==> src/rtl/step_ramp_seq_if.sv <==
// Command/status bundle between the operator logic (master) and the step-rate
// sequencer (slave). The motor phase driver consumes step/dir from the same bundle.
interface step_ramp_seq_if;
  logic        start;
  logic        stop;
  logic        dir_in;
  logic [31:0] steps;
  logic        step;
  logic        dir;
  logic        busy;
  logic        done;
  logic [31:0] div;

  modport master (
    output start, stop, dir_in, steps,
    input  step, dir, busy, done, div
  );

  modport slave (
    input  start, stop, dir_in, steps,
    output step, dir, busy, done, div
  );
endinterface

==> src/rtl/step_ramp_seq.sv <==
// Trapezoidal step-rate sequencer: accelerates from DIV_START down to DIV_MIN,
// cruises, then decelerates symmetrically so a move of 'steps' pulses ends slowly.
module step_ramp_seq #(
    parameter logic [31:0] DIV_START = 32'd250000,
    parameter logic [31:0] DIV_MIN   = 32'd25000,
    parameter logic [31:0] T_STEP    = 32'd1000
) (
    input  logic             clk,
    input  logic             xres,
    step_ramp_seq_if.slave   bus,
    output logic [1:0]       state_dbg
);

    // Command protocol: start is a level sampled every clock and is accepted
    // only while busy=0; stop is sampled only while busy=1. No ready/ack is
    // returned other than busy rising (accepted move) or done (zero-length move).
    typedef enum logic [1:0] {IDLE = 2'd0, ACCEL = 2'd1, CRUISE = 2'd2, DECEL = 2'd3} state_t;

    localparam logic [32:0] ACC_FLOOR = {1'b0, DIV_MIN} + {1'b0, T_STEP};

    state_t      state_q, state_d;
    logic [31:0] remain_q, remain_d;
    logic [31:0] ramp_q, ramp_d;
    logic [31:0] cnt_q, cnt_d;
    logic [31:0] div_q, div_d;
    logic        dir_q, dir_d;
    logic        stop_pend_q, stop_pend_d;
    logic        step_q, step_d;
    logic        done_q, done_d;

    logic [32:0] div_sum;
    logic [31:0] div_up;
    logic [31:0] rn;
    logic [31:0] rn_eff;

    assign div_sum = {1'b0, div_q} + {1'b0, T_STEP};
    assign div_up  = (div_sum > {1'b0, DIV_START}) ? DIV_START : div_sum[31:0];
    assign rn      = remain_q - 32'd1;
    // A pending stop limits the remaining steps to what the decel ramp needs.
    assign rn_eff  = (stop_pend_q && (ramp_q < rn)) ? ramp_q : rn;

    always_ff @(posedge clk or negedge xres) begin
        if (!xres) begin
            state_q     <= IDLE;
            remain_q    <= '0;
            ramp_q      <= '0;
            cnt_q       <= '0;
            div_q       <= DIV_START;
            dir_q       <= 1'b0;
            stop_pend_q <= 1'b0;
            step_q      <= 1'b0;
            done_q      <= 1'b0;
        end else begin
            state_q     <= state_d;
            remain_q    <= remain_d;
            ramp_q      <= ramp_d;
            cnt_q       <= cnt_d;
            div_q       <= div_d;
            dir_q       <= dir_d;
            stop_pend_q <= stop_pend_d;
            step_q      <= step_d;
            done_q      <= done_d;
        end
    end

    always_comb begin
        state_d     = state_q;
        remain_d    = remain_q;
        ramp_d      = ramp_q;
        cnt_d       = cnt_q;
        div_d       = div_q;
        dir_d       = dir_q;
        stop_pend_d = stop_pend_q;
        step_d      = 1'b0;
        done_d      = 1'b0;

        if (state_q == IDLE) begin
            if (bus.start) begin
                if (bus.steps != 32'd0) begin
                    remain_d    = bus.steps;
                    dir_d       = bus.dir_in;
                    div_d       = DIV_START;
                    cnt_d       = DIV_START;
                    ramp_d      = '0;
                    stop_pend_d = 1'b0;
                    state_d     = ACCEL;
                end else begin
                    done_d = 1'b1;
                end
            end
        end else begin
            cnt_d = cnt_q - 32'd1;
            if (bus.stop) stop_pend_d = 1'b1;
            if (cnt_q == 32'd1) begin
                step_d   = 1'b1;
                remain_d = rn_eff;
                // A stop arriving on this edge survives to the next step edge.
                stop_pend_d = bus.stop;
                if (rn_eff == 32'd0) begin
                    state_d     = IDLE;
                    done_d      = 1'b1;
                    cnt_d       = '0;
                    stop_pend_d = 1'b0;
                end else if ((state_q == DECEL) || (rn_eff <= ramp_q)) begin
                    state_d = DECEL;
                    div_d   = div_up;
                    ramp_d  = (ramp_q == 32'd0) ? 32'd0 : ramp_q - 32'd1;
                    cnt_d   = div_up;
                end else if ((state_q == ACCEL) && ({1'b0, div_q} >= ACC_FLOOR)) begin
                    div_d  = div_q - T_STEP;
                    ramp_d = ramp_q + 32'd1;
                    cnt_d  = div_q - T_STEP;
                end else begin
                    if (state_q == ACCEL) state_d = CRUISE;
                    cnt_d = div_q;
                end
            end
        end
    end

    assign bus.step  = step_q;
    assign bus.dir   = dir_q;
    assign bus.busy  = (state_q != IDLE);
    assign bus.done  = done_q;
    assign bus.div   = div_q;
    assign state_dbg = state_q;

endmodule

==> src/flat_wrapper.sv <==
// flat-port wrapper written by rule: the top's interface ports become plain ports
module step_ramp_seq_flat 
#(
    parameter logic [31:0] DIV_START = 32'd250000,
    parameter logic [31:0] DIV_MIN   = 32'd25000,
    parameter logic [31:0] T_STEP    = 32'd1000
)
  (clk, xres, state_dbg, bus_start, bus_stop, bus_dir_in, bus_steps, bus_step, bus_dir, bus_busy, bus_done, bus_div);
  step_ramp_seq_if bus_i ();
  input  logic clk;
  input  logic xres;
  output logic [1:0] state_dbg;
  input wire logic [$bits(bus_i.start)-1:0] bus_start;
  input wire logic [$bits(bus_i.stop)-1:0] bus_stop;
  input wire logic [$bits(bus_i.dir_in)-1:0] bus_dir_in;
  input wire logic [$bits(bus_i.steps)-1:0] bus_steps;
  output wire logic [$bits(bus_i.step)-1:0] bus_step;
  output wire logic [$bits(bus_i.dir)-1:0] bus_dir;
  output wire logic [$bits(bus_i.busy)-1:0] bus_busy;
  output wire logic [$bits(bus_i.done)-1:0] bus_done;
  output wire logic [$bits(bus_i.div)-1:0] bus_div;
  assign bus_i.start = bus_start;
  assign bus_i.stop = bus_stop;
  assign bus_i.dir_in = bus_dir_in;
  assign bus_i.steps = bus_steps;
  assign bus_step = bus_i.step;
  assign bus_dir = bus_i.dir;
  assign bus_busy = bus_i.busy;
  assign bus_done = bus_i.done;
  assign bus_div = bus_i.div;
  step_ramp_seq #(.DIV_START(DIV_START), .DIV_MIN(DIV_MIN), .T_STEP(T_STEP)) u_core (.clk(clk), .xres(xres), .bus(bus_i), .state_dbg(state_dbg));
endmodule
==> config.mk <==
export PLATFORM = sky130hd
export DESIGN_NAME = step_ramp_seq_flat
export DESIGN_NICKNAME = d
export VERILOG_FILES = /design/src/rtl/step_ramp_seq_if.sv /design/src/rtl/step_ramp_seq.sv /design/src/flat_wrapper.sv
export SDC_FILE = /design/constraint.sdc
export NUM_CORES = 1
export LEC_CHECK = 0
export ABC_CLOCK_PERIOD_IN_PS = 10200
export CAP_MARGIN = 15
export CORE_UTILIZATION = 55
export DETAILED_ROUTE_END_ITERATION = 10
export PLACE_DENSITY = 0.75
export SLEW_MARGIN = 20
export SYNTH_ARGS = -nofsm -noshare
export SYNTH_HDL_FRONTEND = slang
export SYNTH_SLANG_ARGS = --single-unit
==> constraint.sdc <==
create_clock -name clk -period 10.2 [get_ports clk]
set_clock_uncertainty 0.05 [all_clocks]
set_input_delay 2.04 -clock clk [delete_from_list [all_inputs] [get_ports clk]]
set_output_delay 2.04 -clock clk [all_outputs]
set_load 0.02 [all_outputs]
# --- Word level (Yosys, flattened, before mapping) ---
# Cells that the tools add are included.
word_totals:
  ff_bits: 134
  in_bits: 37
  output_inout_bits: 38
  word_cells: 90
op_classes:
  add_sub_neg: 6
  magnitude_cmp: 4
  eq_ne: 7
  muxes: 45
  n_reduce_logical: 19
op_table:
  columns: ["operator", "n"]
  rows:
  - ["32-bit two-way mux", 24]
  - ["32-bit by 1-bit subtractor with 32-bit output, second input constant", 3]
  - ["32-bit logical NOT", 2]
  - ["32-bit by 10-bit adder with 33-bit output, second input constant", 1]
  - ["33-bit by 18-bit > comparator with 1-bit output, second input constant", 1]
  - ["32-bit by 1-bit adder with 32-bit output, second input constant", 1]
  - ["32-bit by 1-bit equality test with 1-bit output, second input constant", 1]
  - ["32-bit by 15-bit >= comparator with 1-bit output, second input constant", 1]
  - ["32-bit less-or-equal comparator", 1]
  - ["32-bit < comparator", 1]
  - ["32-bit nonzero test", 1]
  - ["32-bit by 10-bit subtractor with 32-bit output, second input constant", 1]
  - ["2-bit two-way mux", 8]
  - ["1-bit two-way mux", 13]
  - ["5-bit AND reduction", 2]
  - ["3-bit AND reduction", 3]
  - ["3-bit nonzero test", 2]
  - ["2-bit != test, second input constant", 2]
  - ["4-bit by 1-bit != test with 1-bit output, second input constant", 1]
  - ["4-bit AND reduction", 1]
  - ["2-bit nonzero test", 2]
  - ["4-bit nonzero test", 1]
  - ["2-bit by 1-bit equality test with 1-bit output, second input constant", 1]
  - ["2-bit equality test, second input constant", 1]
  - ["5 further kinds", 6]

# --- Depth between registers and ports, before layout ---
# Gate-level depths: netlist (run 1).
logic_depth:
  depth_word: 10
  depth_mapped: 32

# --- Worst setup path before layout (run 1) ---
# OpenSTA, ideal clock, no wires.
synth_timing:
  path_kind: "register to register"
  startpoint: "register u_core.remain_q[0]"
  endpoint: "register u_core.ramp_q[9]"
  arrival_ns: 6.993
  path_slack_ns: 3.029
  stages_incl_launch_ff: 30
  path_buffers: 6
  period_less_slack_ns: 7.171
  path_cell_list: "dfrtp_1 -> buf_2 -> inv_1 -> ha_1 -> clkbuf_1 -> nand2_1 -> or3_1 -> nor4_1 -> xor2_1 -> inv_1 -> ha_1 -> nor2b_1 -> o21ai_0 -> o2111ai_1 -> a21oi_1 -> clkbuf_1 -> clkbuf_1 -> a21oi_1 -> ha_1 -> a21oi_1 -> nand2_1 -> a221o_1 -> o311ai_0 -> nand2_1 -> clkbuf_1 -> o21ai_1 -> clkbuf_1 -> a211oi_1 -> o21ai_0 -> o31ai_1"
synth_via:
  elab_chain_cells: 10
  elab_cells_between_ends: 14
synth_rtl:
  columns: ["element", "line_no", "rtl"]
  rows:
  - ["start, declared", "step_ramp_seq.sv:22", "logic [31:0] remain_q, remain_d;"]
  - ["start signal, assigned", "step_ramp_seq.sv:55", "remain_q <= remain_d;"]
  - ["32-bit by 1-bit subtractor with 32-bit output (*)", "step_ramp_seq.sv:38", "assign rn = remain_q - 32'd1;"]
  - ["32-bit < comparator", "step_ramp_seq.sv:40", "assign rn_eff = (stop_pend_q && (ramp_q < rn)) ? ramp_q : rn;"]
  - ["1-bit logical AND", "step_ramp_seq.sv:40", null]
  - ["32-bit two-way mux (*)", "step_ramp_seq.sv:40", null]
  - ["32-bit less-or-equal comparator", "step_ramp_seq.sv:104", "end else if ((state_q == DECEL) || (rn_eff <= ramp_q)) begin"]
  - ["1-bit logical OR", "step_ramp_seq.sv:104", null]
  - ["32-bit two-way mux", "step_ramp_seq.sv:104", null]
  - ["32-bit two-way mux", "step_ramp_seq.sv:99", "if (rn_eff == 32'd0) begin"]
  - ["32-bit two-way mux", "step_ramp_seq.sv:94", "if (cnt_q == 32'd1) begin"]
  - ["32-bit two-way mux", "step_ramp_seq.sv:77", "if (state_q == IDLE) begin"]
  - ["end signal, assigned", "step_ramp_seq.sv:56", "ramp_q <= ramp_d;"]
  - ["end, declared", "step_ramp_seq.sv:23", "logic [31:0] ramp_q, ramp_d;"]
# Every way passes the cells marked *; elsewhere a longest branch is shown, timed or not. The select of a mux whose other input is x is not followed.
# A chain may end at the register's enable or synchronous reset.

# --- Worst setup path after layout (run 1) ---
layout_timing:
  startpoint: "register u_core.remain_q[3]"
  endpoint: "register u_core.ramp_q[4]"
# The elaborated chain is that of the path after synthesis.

==> flow_summary.json, run 1 <==
{
  "status": "complete, no violations",
  "synthesis.nets": 1685,
  "synthCells": 1576,
  "port_buffers": 74,
  "slew_violations": 0,
  "dieWidth_um": 150,
  "clock_path_buffers": 2,
  "crit_path_start_kind": "flip-flop",
  "tightestPinTransition_ns": 1.08,
  "worst_setup_path_end_kind": "flip-flop",
  "p_leak_nw": 5.47,
  "via_per_inst": 6.78,
  "htree_num_levels": 4,
  "ir_drop_mv": 0.250,
  "timing.slew.headroom_pct": 27.3,
  "grt_max_degree": 74,
  "setup_slack_ns": 2.04,
  "postCtsSetupBuffers": 0,
  "ys_ff_latch": 134,
  "hold_viol_final": 0,
  "drive_above_1_share_pct": 6.46,
  "drv_cap": 0,
  "hold_ws_ns": 0.465,
  "reg2reg_to": "u_core.ramp_q[4]",
  "powerDensity_nw_per_um2": 351,
  "core_um2": 21300,
  "path_depth": 24,
  "fin_cells": 1884,
  "ys_types": 94,
  "setup_violations": 0,
  "path_cells": "nor4_4, nand2_1, or3_1, nor4_1, xor2_1, inv_1, ha_1, nor2b_1, o21ai_0, o2111ai_1, a21oi_4, buf_4, nor2_1, a21oi_1, ha_1, nor3_1, nor2_1, o2111a_1, o31ai_1, nand2_1, and2_0, or4_1, or3_1, o21ai_0",
  "p_comb_share_pct": 63.6,
  "syn_to_final_growth_pct": 12.3,
  "startpoint": "u_core.remain_q[3]",
  "finalCritPeriodShare_pct": 80.0,
  "num_rows": 53,
  "final_antenna_net_count": 0,
  "min_period_ns": 8.16,
  "cts_resized": 0,
  "die_h_um": 150,
  "clk_latency_ns": 0.44,
  "r2r_slack_ns": 2.04,
  "fin_nets": 1705,
  "wl_per_cell_um": 22.0,
  "r2r_cells": 24,
  "criticalPathCategory": "reg -> reg",
  "cp_max_fo": 27,
  "rsz0062_at_grt": "no",
  "synthTopCellsByArea": "dfrtp_1 (26%), ha_1 (7.4%), nand2_1 (4.8%), a21oi_1 (4.5%), nor2_1 (4.4%)",
  "antenna_cells": 0,
  "first_pass_iters": 9,
  "worstPathRequired_ns": 10.48,
  "tns_ns": 0,
  "start_util_pct": 57.0,
  "worstPathArrival_ns": 8.45,
  "cts_root_buf": "clkbuf_16",
  "synthFlopType": "dfrtp_1",
  "numCtsBuffers": 17,
  "track_usage_pct": 37.3,
  "first_global_vias": 12100,
  "overflow": 0,
  "worst_path_largest_cell_delay_ns": 0.98,
  "ys_seq_area_share_pct": 27.7,
  "path_clk_slew_ns": 0.07,
  "preCtsSetupSlack_ns": 2.24,
  "hold_buffers": 0,
  "p_sw_share_pct": 53.9,
  "grt_first_pass_wirelength_um": 64800,
  "cts_tree": "yes",
  "cts.sinks": 134,
  "vias": 12800,
  "post-route-drc-count": 0,
  "avgSynthCellArea_um2": 7.69,
  "drtIter0Drc": 1290,
  "p_sw_mw": 2.57,
  "die-area_um2": 22600,
  "hpwl_um": 31200,
  "clock.fmax_mhz": 123,
  "async_reset_ff_share_pct": 100,
  "pin_count": 75,
  "synth_top_area_share_pct": 26.2,
  "gp_congestion": 1.04,
  "slowest_stage": "or4_1",
  "hp-class": "reg -> reg",
  "p_int_mw": 2.21,
  "syn_area_um2": 12100,
  "routed_wl_um": 41400,
  "endpoint": "u_core.ramp_q[4]",
  "dp_cells": 1852,
  "yosysTopAreaCell": "dfrtp_1",
  "antenna_found_initial": 0,
  "cp_top_family": "simple AND/OR/NAND/NOR gates",
  "r2r-start": "u_core.remain_q[3]",
  "seqPwrFrac_pct": 22.3,
  "yosys_warnings": 0,
  "cp_num_buf_inv": 2,
  "synth_edf_count": 0,
  "pwr-share-clk_pct": 14.1
}
==> metal layers <==
layer	vias up	GRT usage [%]	wire length, um
met3	123	4.79	2910
met2	634	65.7	20800
li1	5954	-	-
met5	-	0	0
met4	0	18.5	1800
met1	6061	44.4	16000
==> worst min-delay path by stage <==
stage,from,to,slack [ns],cells after the start
6_report,u_core.bus.dir,u_core.bus.dir,0.47,1
2_1_floorplan,u_core.cnt_q[5],u_core.cnt_q[5],0.41,2
3_5_place_dp,u_core.bus.dir,u_core.bus.dir,0.45,1
5_1_grt,u_core.bus.dir,u_core.bus.dir,0.49,1
3_3_place_gp,u_core.cnt_q[5],u_core.cnt_q[5],0.44,2
4_1_cts,u_core.bus.dir,u_core.bus.dir,0.47,1
==> cell families (layout without fill, tap and decap cells) <==
logic type,count (synthesis),count (layout),synth area share (%)
flops,134,134,27.7
simple gates,662,662,28.4
fa+ha+maj,72,72,7.43
compound gates,460,460,25.1
xor+xnor,57,57,4.12
mux,13,13,1.10
buf+inv,178,211,6.03
==> registers in the layout, summed over array words and instances (netlist names) <==
name,flops
u_core.bus.div,32
u_core.cnt_q,32
u_core.ramp_q,32
u_core.remain_q,32
u_core.state_dbg,2
u_core.bus.dir,1
u_core.bus.done,1
u_core.bus.step,1
u_core.stop_pend_q,1
==> area by class of cell <==
class                   count  area (um^2)
well taps                 275          344
clock buffers              18          429
inverters                  81          304
flip-flops and latches    134         3360
fillers                  1908         7670
repair buffers             98          922
clock inverters            14          189
multi-input cells        1264         8070
==> synthesized netlist by cell type, types with 9 or more instances <==
cell type  count
nand2_1      154
nor2_1       141
dfrtp_1      127
a21oi_1      108
o21ai_0       97
inv_1         80
ha_1          72
clkbuf_1      70
nor3_1        67
nor4_1        53
a22oi_1       44
nand4_1       42
nand3_1       41
or3_1         34
xnor2_1       32
o31ai_1       30
xor2_1        25
a211oi_1      19
or4_1         19
and3_1        15
o21ai_1       15
and2_1        14
a31oi_1       13
nand2b_1      13
a21o_1        11
and4_1        10
buf_2         10
mux2i_1       10
a2111oi_0      9
nand3b_1       9
nor2b_1        9
o22ai_1        9
or2_2          9
==> through the flow <==
step / power, mW / instance area, um^2 / utilization (%)
3_3_place_gp: 3.96 / 13000 / 61.1
3_5_place_dp: 4.02 / 13000 / 61.1
4_1_cts: 4.71 / 13600 / 64.0
5_1_grt: 5.14 / 13600 / 64.0
2_1_floorplan: 3.14 / 12100 / -
6_report: 4.78 / 13600 / 64.0
==> power groups by stage <==
stage | Clock, mW | Sequential (mW) | Combinational [mW]
6_report | 0.676 | 1.07 | 3.04
4_1_cts | 0.679 | 1.05 | 2.99
5_1_grt | 0.699 | 1.09 | 3.35
3_3_place_gp | 0 | 1.05 | 2.91
2_1_floorplan | 0 | 0.905 | 2.23
3_5_place_dp | 0 | 1.05 | 2.97
==> layout by cell type (no fill, tap or decap), drive strengths merged, types with 21 or more instances in the layout <==
cell,synthesis,layout
o31ai,30,30
nor2,142,142
xnor2,32,32
dfrtp,127,127
nor4,58,58
nand4,42,42
a22oi,44,44
buf,26,25
nand2,155,155
inv,81,88
xor2,25,25
or4,21,21
ha,72,72
or3,34,34
clkdlybuf4s50,0,73
o21ai,112,112
nand3,41,41
a21oi,109,109
nor3,69,69
(Power assumes the default switching activity.)
==> run 2, diff against run 1 <==
--- a/config.mk
+++ b/config.mk
@@ -5,11 +5,11 @@
 export SDC_FILE = /design/constraint.sdc
 export NUM_CORES = 1
 export LEC_CHECK = 0
-export ABC_CLOCK_PERIOD_IN_PS = 10200
+export ABC_CLOCK_PERIOD_IN_PS = 7100
 export CAP_MARGIN = 15
 export CORE_UTILIZATION = 55
 export DETAILED_ROUTE_END_ITERATION = 10
-export PLACE_DENSITY = 0.75
+export PLACE_DENSITY = 0.78
 export SLEW_MARGIN = 20
 export SYNTH_ARGS = -nofsm -noshare
 export SYNTH_HDL_FRONTEND = slang
==> constraint.sdc (replaced) <==
create_clock -name clk -period 7.1 [get_ports clk]
set_clock_uncertainty 0.05 [all_clocks]
set_input_delay 1.42 -clock clk [delete_from_list [all_inputs] [get_ports clk]]
set_output_delay 1.42 -clock clk [all_outputs]
set_load 0.02 [all_outputs]
==> flow_summary.json, run 2 (synthesis gave the netlist of run 1 again) <==
{
  "status": "complete, no violations",
  "drive_above_1_share_pct": 8.80,
  "syn_to_final_growth_pct": 14.9,
  "routed_wl_um": 41700,
  "die-area_um2": 22600,
  "vias": 13000,
  "dieWidth_um": 150,
  "first_global_vias": 12100,
  "path_clk_slew_ns": 0.07,
  "busiest_layer": "met2",
  "pin_count": 75,
  "dp_cells": 1876,
  "pwr-share-clk_pct": 12.9,
  "hpwl_um": 31000,
  "ir_drop_mv": 0.343,
  "use_met2_pct": 63.5,
  "drtIter0Drc": 1259,
  "r2r_cells": 25,
  "crit_path_start_kind": "flip-flop",
  "cts_tree": "yes",
  "layout_commonest_cell": "nand2_1",
  "tightestPinTransition_ns": 1.16,
  "antenna_cells": 0,
  "hold_path_depth": 2,
  "cts_root_buf": "clkbuf_16",
  "start_util_pct": 57.0,
  "grt_use_met1_pct": 45.1,
  "p_leak_nw": 5.62,
  "grt_first_pass_wirelength_um": 64700,
  "numCtsBuffers": 17,
  "num_rows": 53,
  "clk_latency_ns": 0.44,
  "seqPwrFrac_pct": 20.8,
  "path_depth": 25,
  "port_buffers": 74,
  "worst_path_largest_cell_delay_ns": 0.61,
  "post-route-drc-count": 0,
  "wl_per_cell_um": 21.8,
  "cp_max_fo": 31,
  "p_sw_mw": 3.85,
  "fill_cells": 1844,
  "hp-class": "reg -> reg",
  "clock_path_buffers": 2,
  "min_period_ns": 6.80,
  "htree_num_levels": 4,
  "slew_violations": 0,
  "track_usage_pct": 37.2,
  "cts.sinks": 134,
  "p_sw_share_pct": 53.4,
  "cp_num_buf_inv": 3,
  "antenna_found_initial": 0,
  "via_per_inst": 6.82,
  "cp_top_family": "simple AND/OR/NAND/NOR gates",
  "clock.fmax_mhz": 147,
  "die_h_um": 150,
  "setup_violations": 0,
  "worstPathArrival_ns": 7.10,
  "slowest_stage": "or4_4",
  "post-route-util_pct": 65.4,
  "p_int_mw": 3.36,
  "timing.slew.headroom_pct": 22.0,
  "hold_buffers": 0,
  "drv_cap": 0,
  "fin_area_um2": 13900,
  "core_um2": 21300,
  "criticalPathCategory": "reg -> reg",
  "final_antenna_net_count": 0,
  "preCtsSetupSlack_ns": 0.0394,
  "fin_nets": 1732,
  "first_pass_iters": 7,
  "fin_cells": 1911,
  "setup_slack_ns": 0.303,
  "worst_setup_path_end_kind": "flip-flop",
  "overflow": 0,
  "p_comb_share_pct": 66.3,
  "postPlaceCellArea_um2": 13200,
  "grt_util_met3_pct": 6.24,
  "hold_viol_final": 0,
  "grt_max_degree": 77,
  "powerDensity_nw_per_um2": 517,
  "layout_common_cells": "nand2_1 (154), nor2_1 (136), dfrtp_1 (127)",
  "worstPathRequired_ns": 7.40,
  "tns_ns": 0,
  "finalCritPeriodShare_pct": 95.7,
  "gp_congestion": 0.992
}
-- run 2: final timing paths --
check	start	to	slack, ns
max	u_core.remain_q[3]	u_core.ramp_q[10]	0.30
min	u_core.cnt_q[5]	u_core.cnt_q[5]	0.47
max reg2reg	u_core.remain_q[3]	u_core.ramp_q[10]	0.30
min reg2reg	u_core.cnt_q[5]	u_core.cnt_q[5]	0.47
max in group asynchronous	xres	u_core.remain_q[10]	4.72
min in group asynchronous	xres	u_core.cnt_q[2]	0.97
-- run 2: timing repair --
| action | 4_1_cts | 5_1_grt |
|---|---|---|
| resized for setup | 0 | 17 |
| buffers inserted | 0 | 2 |
| endpoints found under the setup margin | 0 | 95 |
-- run 2: per-layer routing --
metal | up-vias | part of all wire, % | wire length (um)
met1 | 6085 | 39 | 16000
met4 | 0 | 5.3 | 2220
li1 | 6002 | - | -
met5 | - | 0 | 0
met3 | 185 | 7.9 | 3280
met2 | 764 | 48 | 20100
-- run 2: cell type report --
type / count / area (um^2) / share of cell area, %
tap: 275 / 344 / 2.47
inverter: 81 / 304 / 2.18
multi-input combinational: 1264 / 8160 / 58.6
clock buffer: 17 / 425 / 3.05
clock inverter: 15 / 168 / 1.20
sequential: 134 / 3360 / 24.1
timing repair buffer: 125 / 1170 / 8.38
-- run 2: through the flow --
stage               power, mW  hold slack [ns]
finish                   7.20            0.469
global route             7.69            0.476
CTS                      6.94            0.467
detailed placement       5.99            0.448
global placement         5.90            0.432
floorplan                4.51            0.414
-- run 2: power groups by stage --
stage,logic (mW),clock network (mW),registers [mW]
after floorplan,3.21,0,1.30
after CTS,4.54,0.935,1.47
final,4.78,0.931,1.49
after global placement,4.43,0,1.48
after global routing,5.20,0.969,1.53
after detailed placement,4.51,0,1.48
-- run 2: worst reg2reg max path, stage by stage (launching register included) --
cell and delay (ns):
dfrtp_1 0.48, or4_4 0.61, nor2_2 0.22, nand2_1 0.17, nor3_2 0.16, xor2_1 0.21
inv_1 0.07, ha_1 0.29, and4_1 0.21, a221o_1 0.35, a211o_1 0.32, a21oi_4 0.22
buf_12 0.22, nor2_1 0.07, a21oi_1 0.19, ha_1 0.29, nand4_1 0.21, nor2_1 0.08
a221o_1 0.36, o311a_1 0.47, nor3_1 0.45, buf_4 0.31, and4_1 0.23, a21oi_1 0.07
or3_1 0.33, o21ai_0 0.07
==> run 3, diff against run 2 <==
--- a/config.mk
+++ b/config.mk
@@ -9,6 +9,7 @@
 export CAP_MARGIN = 15
 export CORE_UTILIZATION = 55
 export DETAILED_ROUTE_END_ITERATION = 10
+export GPL_TIMING_DRIVEN = 0
 export PLACE_DENSITY = 0.78
 export SLEW_MARGIN = 20
 export SYNTH_ARGS = -nofsm -noshare
==> flow_summary.json, run 3 (synthesis gave the netlist of run 1 again) <==
{
  "gp_congestion": 0.990,
  "syn_to_final_growth_pct": 19.9,
  "worst_setup_path_end_kind": "flip-flop",
  "num_rows": 53,
  "cts_root_buf": "clkbuf_16",
  "port_buffers": 74,
  "tightestPinTransition_ns": 1.16,
  "setup_violations": 0,
  "tns_ns": 0,
  "post-route-drc-count": 0,
  "drtIter0Drc": 1723,
  "slew_violations": 0,
  "dp_cells": 1926,
  "cts_tree": "yes",
  "cts.sinks": 134,
  "antenna_cells": 0,
  "track_usage_pct": 41.8,
  "grt_max_degree": 73,
  "worstPathRequired_ns": 7.39,
  "fin_nets": 1791,
  "ir_drop_mv": 0.377,
  "routed_wl_um": 46900,
  "fin_cells": 1970,
  "fin_area_um2": 14500,
  "drv_cap": 0,
  "vias": 13700,
  "final_antenna_net_count": 0,
  "hp-class": "reg -> reg",
  "pin_count": 75,
  "worstPathArrival_ns": 7.30,
  "htree_num_levels": 4,
  "hpwl_um": 34700,
  "die_h_um": 150,
  "clock.fmax_mhz": 143,
  "hold_buffers": 0,
  "clock_path_buffers": 2,
  "die-area_um2": 22600,
  "core_um2": 21300,
  "slowest_stage": "dfrtp_1",
  "worst_path_largest_cell_delay_ns": 0.50,
  "wl_per_cell_um": 23.8,
  "overflow": 0,
  "hold_ws_ns": 0.465,
  "powerDensity_nw_per_um2": 549,
  "drive_above_1_share_pct": 11.4,
  "crit_path_start_kind": "flip-flop",
  "path_clk_slew_ns": 0.07,
  "via_per_inst": 6.96,
  "hold_viol_final": 0,
  "timing.slew.headroom_pct": 22.2,
  "antenna_found_initial": 0,
  "first_global_vias": 12600,
  "min_period_ns": 7.01,
  "first_pass_iters": 9,
  "fill_cells": 1806,
  "cp_max_fo": 10,
  "layout_commonest_cell": "nand2_1",
  "layout_common_cells": "nand2_1 (151), nor2_1 (138), dfrtp_1 (127)",
  "p_leak_nw": 5.79,
  "grt_first_pass_wirelength_um": 71000,
  "status": "complete, no violations",
  "start_util_pct": 57.0,
  "finalCritPeriodShare_pct": 98.8,
  "criticalPathCategory": "reg -> reg",
  "postPlaceCellArea_um2": 13300,
  "clk_latency_ns": 0.44,
  "numCtsBuffers": 17,
  "power_mw": 7.99,
  "dieWidth_um": 150
}
[run 3: changes by cell type in the layout (fill, tap and decap cells not counted), moves of 8 or more]
cell      previous run  this run
buf_6                1         9
buf_4               48        25
buf_2                0        11
a21oi_1            107        99
clkbuf_1             0        50
[run 3: timing repair]
action                     in CTS  in global routing
pin swaps                      10                 18
resized for setup              67                 63
setup endpoints to repair      98                 98
buffers inserted               11                  8
[run 3: metrics by stage]
stage	util, %	setup slack, ns
2_1_floorplan	-	0.0701
4_1_cts	66.9	0.00204
3_3_place_gp	62.1	-2.73
5_1_grt	68.3	-0.117
6_report	68.3	0.0867
3_5_place_dp	62.3	-2.77
[run 3: path summary, 6_finish.rpt]
path / startpoint / to / slack (ns) / cells past startpoint
setup / recovery: u_core.remain_q[2] / u_core.ramp_q[19] / 0.09 / 27
hold / removal: u_core.bus.dir / u_core.bus.dir / 0.47 / 1
setup reg to reg: u_core.remain_q[2] / u_core.ramp_q[19] / 0.09 / 27
hold reg to reg: u_core.bus.dir / u_core.bus.dir / 0.47 / 1
max in group asynchronous: xres / u_core.bus.div[7] / 5.38 / 2
min in group asynchronous: xres / u_core.cnt_q[10] / 0.85 / 1
[run 3: final cells by class]
type	count	area, um^2	area share [%]
Buffer	90	479	3.30
Timing Repair Buffer	94	920	6.33
Inverter	81	304	2.09
Multi-Input combinational cell	1264	8470	58.3
Sequential cell	134	3360	23.1
Clock inverter	13	218	1.50
Tap cell	275	344	2.37
Clock buffer	19	433	2.98
[run 3: report_power, final]
group	total (mW)	internal [mW]	switching (mW)
Combinational	5.52	1.95	3.58
Clock	1.03	0.631	0.403
Sequential	1.43	1.01	0.419
[run 3: critical path, delay by kind of cell, from the launching register on]
family,cells,cell delay (ns)
compound gates,9,2.28
simple gates,10,2.18
buf+inv,6,1.32
fa+ha+maj,2,0.57
flops,1,0.50
[run 3: routing by layer]
| metal | vias to the layer above | track usage [%] | wire length [um] |
|---|---|---|---|
| met3 | 251 | 5.33 | 3670 |
| met2 | 919 | 69.3 | 22200 |
| met5 | - | 0 | 0 |
| met4 | 0 | 26.0 | 3300 |
| met1 | 6417 | 51.6 | 17800 |
| li1 | 6130 | - | - |
==> RTL edit 1: new RTL, config.mk and constraints of run 1 <==
`DIV_MIN` is set to 32'd25000 in 2 places; all go to 32'd16384.
--- a/src/rtl/step_ramp_seq.sv
+++ b/src/rtl/step_ramp_seq.sv
@@ -2,7 +2,7 @@
 // cruises, then decelerates symmetrically so a move of 'steps' pulses ends slowly.
 module step_ramp_seq #(
     parameter logic [31:0] DIV_START = 32'd250000,
-    parameter logic [31:0] DIV_MIN   = 32'd25000,
+    parameter logic [31:0] DIV_MIN   = 32'd16384,
     parameter logic [31:0] T_STEP    = 32'd1000
 ) (
     input  logic             clk,
--- a/src/flat_wrapper.sv
+++ b/src/flat_wrapper.sv
@@ -2,7 +2,7 @@
 module step_ramp_seq_flat 
 #(
     parameter logic [31:0] DIV_START = 32'd250000,
-    parameter logic [31:0] DIV_MIN   = 32'd25000,
+    parameter logic [31:0] DIV_MIN   = 32'd16384,
     parameter logic [31:0] T_STEP    = 32'd1000
 )
   (clk, xres, state_dbg, bus_start, bus_stop, bus_dir_in, bus_steps, bus_step, bus_dir, bus_busy, bus_done, bus_div);
Function: same outputs for any inputs over 4 cycles, from zero or initial values; that may be too few to reach the edited logic, so the function may still have changed.
==> RTL edit 1 against run 1 <==
  * Power is 9.5% lower
  * Setup slack worse by 0.94 ns
  * Die area is 1.6% lower
  * Synthesized area is 1.6% lower
  * Clock power is 3% lower
  * Wire length is 1.1% higher
  * Synthesized cell count is 2.8% higher
  * Count of clock-buffer cells in the layout is 1 lower
  * Sequential cell count stayed put
  * Final area is 1.8% lower
==> RTL edit 1: results (changes against run 1) <==
[detailed_routing]
dr.pass1.iters = 8  ; -1
first_iter_violations = 1415  ; +9.7%
drt_wl_total_mm = 41.9  ; +1.1%
via_per_inst = 6.79  ; about the same
post_drt_wl_per_cell_um = 21.8  ; -0.76%

[global_route]
grt_pass1_vias = 12300  ; +1.1%
grt_start_max_net_pins = 73  ; -1.4%
track_usage = 0.380  ; +0.00782
grt_pass1_wl_mm = 65.9  ; +1.7%

[critical_path]
reg2regPathDepth = 26  ; +8.3%
reg2reg_from = u_core.remain_q[0]$_DFFE_PN0P_
worstSetupEndpoint = u_core.ramp_q[13]$_DFFE_PN0P_
worstPathArrival_ns = 9.38  ; +0.93 ns
cp_slowest_cell = or2_2
regToRegSetupSlack_ns = 1.10  ; -0.94 ns
cp_max_fo = 55  ; +100%
worst_path_largest_cell_delay_ns = 0.81  ; -0.17 ns
critPathKind = reg2reg

[sta]
final.setup.tns_ns = 0  ; unchanged
slew_headroom = 0.274  ; +0.00130

[place]
hpwl_mm = 30.4  ; -2.4%
placed_area_um2 = 12800  ; -1.8%
dpl.cell_count = 1887  ; +1.9%
place_congestion = 0.948  ; -8.7%

[power]
p_leak_nw = 5.15  ; -5.8%
peakVddDrop_mv = 0.229  ; -8.2%
switching_share = 0.543  ; +0.00457
combinationalPowerShare = 0.606  ; -0.030
p_clk_uw = 656  ; -3%

[synth]
synth_nets = 1729  ; +2.6%
yosysTopAreaCell = dfrtp_1
synth_common_cells = nor2_1, nand2_1, a21oi_1, dfrtp_1, o21ai_0
syn_avg_cell_area_um2 = 7.36  ; -4.3%
yosysSeqAreaShare = 0.282  ; +0.00454
synth_cell_types = 77  ; -18%
yosys-top-cells-area = dfrtp_1, ha_1, a21oi_1
yosysWarningCount = 0  ; unchanged
synthArstFlopShare = 1.00  ; unchanged

[cts]
cts_buffers = 17  ; unchanged
clk_pin_slew_ns = 0.07  ; about the same
worstSkewPairLatency_ns = 0.45
post_cts_buffers = 0  ; unchanged
ctsHtreeMaxLevel = 4  ; unchanged

[run_status]
run_status = finished, final reports clean

[final_layout]
final_layout_size_suffix_gt1_frac = 0.0547  ; -0.00989

[worst_hold_path]
hold-path-cell-count = 2  ; +1
hold_path.class = reg2reg

-- RTL edit 1: cell types whose count changed after synthesis, sizes merged, moves of 10 or more --
cell,before,now
a31oi,13,53
nor2,142,182
a21oi,109,147
a22oi,44,11
nand2,155,176
nand3,41,57
inv,81,66
o31ai,30,18
nor3,69,79
-- RTL edit 1: worst min-delay path by stage --
stage,startpoint,endpoint,slack [ns]
after floorplan,u_core.cnt_q[10]$_DFFE_PN0P_,u_core.cnt_q[10]$_DFFE_PN0P_,0.41
after global placement,u_core.bus.dir$_DFFE_PN0P_,u_core.bus.dir$_DFFE_PN0P_,0.41
after detailed placement,u_core.bus.dir$_DFFE_PN0P_,u_core.bus.dir$_DFFE_PN0P_,0.42
after CTS,u_core.bus.dir$_DFFE_PN0P_,u_core.bus.dir$_DFFE_PN0P_,0.44
after global routing,u_core.bus.dir$_DFFE_PN0P_,u_core.bus.dir$_DFFE_PN0P_,0.48
final,u_core.bus.dir$_DFFE_PN0P_,u_core.bus.dir$_DFFE_PN0P_,0.44
-- RTL edit 1: logic make-up (layout without fill, tap and decap cells) --
kind of cell / Yosys count / in the layout / synth area share
buffers and inverters: 166 / 190 / 0.0545
adders and majority gates: 72 / 72 / 0.0755
and+or+nand+nor: 724 / 724 / 0.303
muxes: 8 / 8 / 0.00671
xor gates and xnor gates: 57 / 57 / 0.0419
DFF: 134 / 134 / 0.282
AOI/OAI and AO/OA: 459 / 459 / 0.237
-- RTL edit 1: area by class of cell --
class | count | area [µm²]
repair buffers | 91 | 870
inverters | 67 | 251
well taps | 275 | 344
flip-flops and latches | 134 | 3360
fillers | 1926 | 7780
multi-input cells | 1320 | 7940
clock inverters | 15 | 176
clock buffers | 17 | 425
-- RTL edit 1: layer usage --
layer | track usage | routed length, µm | share of wire | vias up
li1 | - | - | - | 6011
met1 | 0.469 | 16500 | 0.39 | 6151
met2 | 0.622 | 19500 | 0.47 | 707
met3 | 0.0523 | 3270 | 0.078 | 152
met4 | 0.250 | 2690 | 0.064 | 0
met5 | 0 | 0 | 0 | -
-- RTL edit 1: worst register-to-register path: cells and delay by family (launching register included) --
family                     cells  cell delay, ns
xor gates and xnor gates       1            0.19
buffers and inverters          5            1.30
adders and majority gates      3            1.00
AOI/OAI and AO/OA              6            1.60
and+or+nand+nor               11            4.40
DFF                            1            0.49
-- RTL edit 1: stage by stage --
stage	worst slack (ns)	hold WS [ns]	util	power (mW)
2_1_floorplan	3.02	0.407	-	2.83
3_3_place_gp	1.47	0.410	0.604	3.52
3_5_place_dp	1.40	0.419	0.604	3.57
4_1_cts	1.32	0.441	0.632	4.25
5_1_grt	0.387	0.485	0.632	4.64
6_report	1.10	0.437	0.632	4.33
